## src/rtl/adder_mw_ctrl_if.sv

```systemverilog
// Requester-side bundle of the multi-word adder controller:
// start/done handshake, wide operands and wide result.
interface adder_mw_ctrl_if #(
  parameter int WIDTH = 4,
  parameter int WORDS = 4
) ();
  logic                     start;
  logic [WIDTH*WORDS-1:0]   a_in;
  logic [WIDTH*WORDS-1:0]   b_in;
  logic                     ci_in;
  logic                     busy;
  logic                     done;
  logic [WIDTH*WORDS-1:0]   sum_out;
  logic                     co_out;

  modport master (
    output start, a_in, b_in, ci_in,
    input  busy, done, sum_out, co_out
  );

  modport slave (
    input  start, a_in, b_in, ci_in,
    output busy, done, sum_out, co_out
  );
endinterface

```

## src/rtl/adder_mw_ctrl.sv

```systemverilog
// Multi-precision add controller: time-multiplexes one WIDTH-bit adder over
// WORDS chunks, least-significant first, chaining the carry through a register.
module adder_mw_ctrl #(
  parameter int WIDTH = 4,
  parameter int WORDS = 4
) (
  input  logic             clk,
  input  logic             rst_n,
  adder_mw_ctrl_if.slave   req,
  output logic [WIDTH-1:0] add_a,
  output logic [WIDTH-1:0] add_b,
  output logic             add_ci,
  input  logic [WIDTH-1:0] add_sum,
  input  logic             add_co
);

  localparam int TOTAL = WIDTH * WORDS;
  localparam int IDX_W = (WORDS > 1) ? $clog2(WORDS) : 1;
  localparam logic [IDX_W-1:0] LAST_IDX = IDX_W'(WORDS - 1);

  typedef enum logic [1:0] {
    IDLE = 2'd0,
    RUN  = 2'd1,
    DONE = 2'd2
  } state_t;

  state_t             state_r;
  logic [IDX_W-1:0]   idx_r;
  logic [TOTAL-1:0]   a_r;
  logic [TOTAL-1:0]   b_r;
  logic               carry_r;
  logic [TOTAL-1:0]   sum_r;
  logic               co_r;
  logic               busy_r;
  logic               done_r;

  // Chunk mux written as a compare chain so a non-power-of-two WORDS never
  // produces an out-of-range part select.
  function automatic logic [WIDTH-1:0] chunk_of(input logic [TOTAL-1:0] v,
                                                input logic [IDX_W-1:0] i);
    logic [WIDTH-1:0] r;
    r = {WIDTH{1'b0}};
    for (int k = 0; k < WORDS; k++) begin
      r = (i == IDX_W'(k)) ? v[k*WIDTH +: WIDTH] : r;
    end
    return r;
  endfunction

  assign req.busy    = busy_r;
  assign req.done    = done_r;
  assign req.sum_out = sum_r;
  assign req.co_out  = co_r;

  // Adder drive: current chunk and chained carry while running, quiet otherwise.
  always_comb begin
    add_a  = {WIDTH{1'b0}};
    add_b  = {WIDTH{1'b0}};
    add_ci = 1'b0;
    if (state_r == RUN) begin
      add_a  = chunk_of(a_r, idx_r);
      add_b  = chunk_of(b_r, idx_r);
      add_ci = carry_r;
    end else begin
      add_a  = {WIDTH{1'b0}};
      add_b  = {WIDTH{1'b0}};
      add_ci = 1'b0;
    end
  end

  // Sequencer: accept in IDLE, one chunk per RUN cycle, single-cycle DONE.
  always_ff @(posedge clk or negedge rst_n) begin
    if (!rst_n) begin
      state_r <= IDLE;
      idx_r   <= {IDX_W{1'b0}};
      a_r     <= {TOTAL{1'b0}};
      b_r     <= {TOTAL{1'b0}};
      carry_r <= 1'b0;
      sum_r   <= {TOTAL{1'b0}};
      co_r    <= 1'b0;
      busy_r  <= 1'b0;
      done_r  <= 1'b0;
    end else begin
      case (state_r)
        IDLE: begin
          done_r <= 1'b0;
          if (req.start) begin
            a_r     <= req.a_in;
            b_r     <= req.b_in;
            carry_r <= req.ci_in;
            idx_r   <= {IDX_W{1'b0}};
            busy_r  <= 1'b1;
            state_r <= RUN;
          end else begin
            busy_r  <= 1'b0;
          end
        end
        RUN: begin
          for (int k = 0; k < WORDS; k++) begin
            if (idx_r == IDX_W'(k)) begin
              sum_r[k*WIDTH +: WIDTH] <= add_sum;
            end
          end
          carry_r <= add_co;
          if (idx_r == LAST_IDX) begin
            co_r    <= add_co;
            done_r  <= 1'b1;
            state_r <= DONE;
          end else begin
            idx_r   <= idx_r + IDX_W'(1);
          end
        end
        DONE: begin
          done_r  <= 1'b0;
          busy_r  <= 1'b0;
          state_r <= IDLE;
        end
        default: begin
          done_r  <= 1'b0;
          busy_r  <= 1'b0;
          state_r <= IDLE;
        end
      endcase
    end
  end

endmodule

```

## src/flat_wrapper.sv

```systemverilog
// flat-port wrapper written by rule: the top's interface ports become plain ports
module adder_mw_ctrl_flat 
#(
  parameter int WIDTH = 4,
  parameter int WORDS = 4
)
  (clk, rst_n, add_a, add_b, add_ci, add_sum, add_co, req_start, req_a_in, req_b_in, req_ci_in, req_busy, req_done, req_sum_out, req_co_out);
  adder_mw_ctrl_if #(.WIDTH(WIDTH), .WORDS(WORDS)) req_i ();
  input  logic clk;
  input  logic rst_n;
  output logic [WIDTH-1:0] add_a;
  output logic [WIDTH-1:0] add_b;
  output logic add_ci;
  input  logic [WIDTH-1:0] add_sum;
  input  logic add_co;
  input wire logic [$bits(req_i.start)-1:0] req_start;
  input wire logic [$bits(req_i.a_in)-1:0] req_a_in;
  input wire logic [$bits(req_i.b_in)-1:0] req_b_in;
  input wire logic [$bits(req_i.ci_in)-1:0] req_ci_in;
  output wire logic [$bits(req_i.busy)-1:0] req_busy;
  output wire logic [$bits(req_i.done)-1:0] req_done;
  output wire logic [$bits(req_i.sum_out)-1:0] req_sum_out;
  output wire logic [$bits(req_i.co_out)-1:0] req_co_out;
  assign req_i.start = req_start;
  assign req_i.a_in = req_a_in;
  assign req_i.b_in = req_b_in;
  assign req_i.ci_in = req_ci_in;
  assign req_busy = req_i.busy;
  assign req_done = req_i.done;
  assign req_sum_out = req_i.sum_out;
  assign req_co_out = req_i.co_out;
  adder_mw_ctrl #(.WIDTH(WIDTH), .WORDS(WORDS)) u_core (.clk(clk), .rst_n(rst_n), .req(req_i), .add_a(add_a), .add_b(add_b), .add_ci(add_ci), .add_sum(add_sum), .add_co(add_co));
endmodule
```

## config.mk

```make
export PLATFORM = sky130hd
export DESIGN_NAME = adder_mw_ctrl_flat
export DESIGN_NICKNAME = d
export VERILOG_FILES = /design/src/rtl/adder_mw_ctrl_if.sv /design/src/rtl/adder_mw_ctrl.sv /design/src/flat_wrapper.sv
export SDC_FILE = /design/constraint.sdc
export NUM_CORES = 1
export LEC_CHECK = 0
export ABC_AREA = 1
export ABC_CLOCK_PERIOD_IN_PS = 1800
export CAP_MARGIN = 20
export CORE_AREA = 2 2 75 77
export CTS_BUF_LIST = sky130_fd_sc_hd__clkbuf_8
export DETAILED_ROUTE_END_ITERATION = 12
export DIE_AREA = 0 0 77 79
export PLACE_DENSITY = 0.84
export SYNTH_ARGS = -nofsm -noshare
export SYNTH_HDL_FRONTEND = slang
export SYNTH_SLANG_ARGS = --single-unit
```

## constraint.sdc

```tcl
create_clock -name clk -period 1.8 [get_ports clk]
set_clock_uncertainty 0.1 [all_clocks]
set_input_delay 0.27 -clock clk [delete_from_list [all_inputs] [get_ports clk]]
set_output_delay 0.27 -clock clk [all_outputs]
set_load 0.03 [all_outputs]
```

==> results.cfg, run 1 <==
[setup_path]
cpPeakStageDelay_ns = 0.48
r2r_end = u_core.req.sum_out[10]$_DFFE_PN0P_
crit_arrival_ns = 1.67
cp-end-kind = primary output
slowest_stage = dfrtp_2
setup.worst_path.start_class = flop
reg2reg_from = u_core.idx_r[0]$_DFFE_PN0P_
critPathBufInv = 3
cp.required_ns = 1.43
r2r_cells = 6
worstSetupPathType = reg -> out
r2r_slack_ns = 0.28
path_max_fanout = 5
crit_path_cell_trace = inv_4 -> ha_4 -> buf_8 -> a21oi_1 -> nand2_1 -> nand2_1 -> nand2_1 -> buf_6
cpLargestDelayFamily = flip-flops
crit_path_frequent_cell = nand2_1

[clocking]
cts_htree_levels = 2
clockBufferDepth = 2
clk_latency_ns = 0.31
clockRootBuffer = clkbuf_8
path_clk_slew_ns = 0.11
numCtsBuffers = 5
cts_tree = done
cts_sinks = 56

[detailed_routing]
drt_first_iter_violations = 79
viasPerCell = 4.80
route.detailed.drc = 0
wl_per_cell_um = 13.0
vias = 2216
firstDrtPassIters = 4
totalWireLength_mm = 6.03
detail-route-antenna-nets = 0

[timing]
worst_pin_slew_ns = 0.329
rsz0062_at_grt = yes
slew_violations = 0
hold_slack_ns = 0.387
slew-limit-headroom_pct = 78.0
post-route-period-util_pct = 113
hold_viol_final = 0
fin_crit_ns = 2.04
fin_ws_ns = -0.243
fmax_ghz = 0.490
setup_viol = 8

[place]
portBuffers = 68
dp_hpwl_mm = 4.08
place_inst = 446
globalplace.congestion = 0.809
dpl_cell_area_sq_um = 3340
pre_cts_ws_ns = 0.00610

[hold_path]
hold_class = in -> async

[floorplan]
die_w_um = 77
die_h_um = 79
pin_count = 69
die_area_sq_um = 6080
coreArea_sq_um = 5340
initial_core_util_pct = 48.4
num_rows = 27

[global_routing]
antenna_found_initial = 0
first_global_vias = 2176
grt_usage_pct = 20.2
grt_max_degree = 57
overflow = 0
grt_first_pass_wirelength_mm = 9.83

[yosys]
yosys_warnings = 0
yosysMostFrequentCell = nand2_1
synth_edf_count = 0
yosys-top-cells-area = dfrtp_1 54%, nand2_1 14%, o21ai_0 7.4%
synth_top_area_cell = dfrtp_1
synth_seq_cells = 56
syn_avg_cell_area_sq_um = 8.33
yosys_most_used_dff = dfrtp_1
synth_nets = 355
synthTopCellsByCount = 96 x nand2_1, 56 x dfrtp_1, 45 x inv_1, 38 x o21ai_0, 20 x nor2_1
yosysSeqAreaShare_pct = 54.2
synth_async_sr_flop_share_pct = 100
ys_types = 18
synth.cell_area_sq_um = 2580
synth_top_area_share_pct = 54.2
synthCells = 310

[power]
ir_drop_mv = 0.925
power.density_nw_per_um2 = 1860
p_total_mw = 6.88
p_leak_nw = 1.85

[layout]
design_area_sq_um = 3710
num-nets-final = 434
area_growth_pct = 43.5
drive_gt1_share_pct = 20.3
final-instance-count-excl-fill = 462
antennaDiodeCount = 0

[job]
max_cap_viol_count = 0

[run_status]
status = finished with violations
violations = setup timing
## how the worst max path moves through the flow
stage	slack, ns	from	end	cells after the start
2_1_floorplan	0.1	u_core.idx_r[0]$_DFFE_PN0P_	add_a[0]	8
3_3_place_gp	0.06	u_core.idx_r[0]$_DFFE_PN0P_	add_b[3]	7
3_5_place_dp	0.006	u_core.idx_r[0]$_DFFE_PN0P_	add_b[0]	6
4_1_cts	-0.22	u_core.idx_r[0]$_DFFE_PN0P_	add_b[1]	8
5_1_grt	-0.31	u_core.idx_r[0]$_DFFE_PN0P_	add_b[2]	8
6_report	-0.24	u_core.idx_r[0]$_DFFE_PN0P_	add_b[1]	8
## metal layers
metal	track usage [%]	wire [um]
met3	4.89	312
met4	7.32	85
met1	24.6	2640
met2	35.2	2990
met5	0	0
## kinds of logic (layout without fill, tap and decap cells)
kind of cell | after synthesis | count (layout) | synth area share, %
flip-flops | 56 | 56 | 54.2
AND/OR/NAND/NOR | 133 | 133 | 20.9
adder cells (fa/ha/maj) | 4 | 4 | 1.94
AO/OA/AOI/OAI | 57 | 57 | 12.6
buffers and inverters | 60 | 140 | 10.3
## worst min-delay path, stage by stage
cell	delay, ns
dlygate4sd3_1	0.53
buf_2	0.12
buf_12	0.27
## area by class of cell
type | count | area [sq um]
fillers | 416 | 1630
flip-flops and latches | 56 | 1410
multi-input cells | 194 | 1040
repair buffers | 84 | 887
inverters | 48 | 194
well taps | 72 | 90.1
clock buffers | 5 | 68.8
clock inverters | 3 | 27.5
## cells in the final DEF, fill, tap and decap left out, drive strengths merged
master,instances
nand2,96
clkdlybuf4s50,58
dfrtp,56
o21ai,49
inv,48
buf,24
nor2,21
nand3,15
a21oi,8
clkbuf,6
ha,4
clkinv,2
nand4,1
clkinvlp,1
dlygate4sd3,1
## per-stage QoR
step / TNS, ns / utilization, %
after floorplan: 0 / -
after global placement: 0 / 62.6
after detailed placement: 0 / 62.6
after CTS: -1.68 / 66.2
after global routing: -2.39 / 69.5
final: -1.82 / 69.5
## sequential cells by signal, summed over array words and instances (netlist names)
signal              cells
u_core.req.done         1
u_core.a_r             16
u_core.idx_r            2
u_core.state_r          2
u_core.b_r             16
u_core.carry_r          1
u_core.req.busy         1
u_core.req.sum_out     16
u_core.req.co_out       1
## what timing repair did
item                                    4_1_cts  5_1_grt
gates cloned                                  1        1
gates resized for setup                      24       34
hold buffers                                  1        0
endpoints found under the setup margin        8        9
endpoints found under the hold margin        56        0
setup buffers                                 3        2
pin swaps                                     0       13
## where the power goes
part | switching [mW] | leakage [nW] | total (mW) | internal (mW)
Clock | 0.435 | 0.0463 | 0.721 | 0.286
Combinational | 2.21 | 1.12 | 3.88 | 1.66
Sequential | 0.419 | 0.689 | 2.29 | 1.87
(Power assumes the default switching activity.)
==> run 2, diff against run 1 <==
SLEW_MARGIN = 25   (was default)
==> results of run 2 <==
Final layout, timing and power as in run 1 (identical DEF).
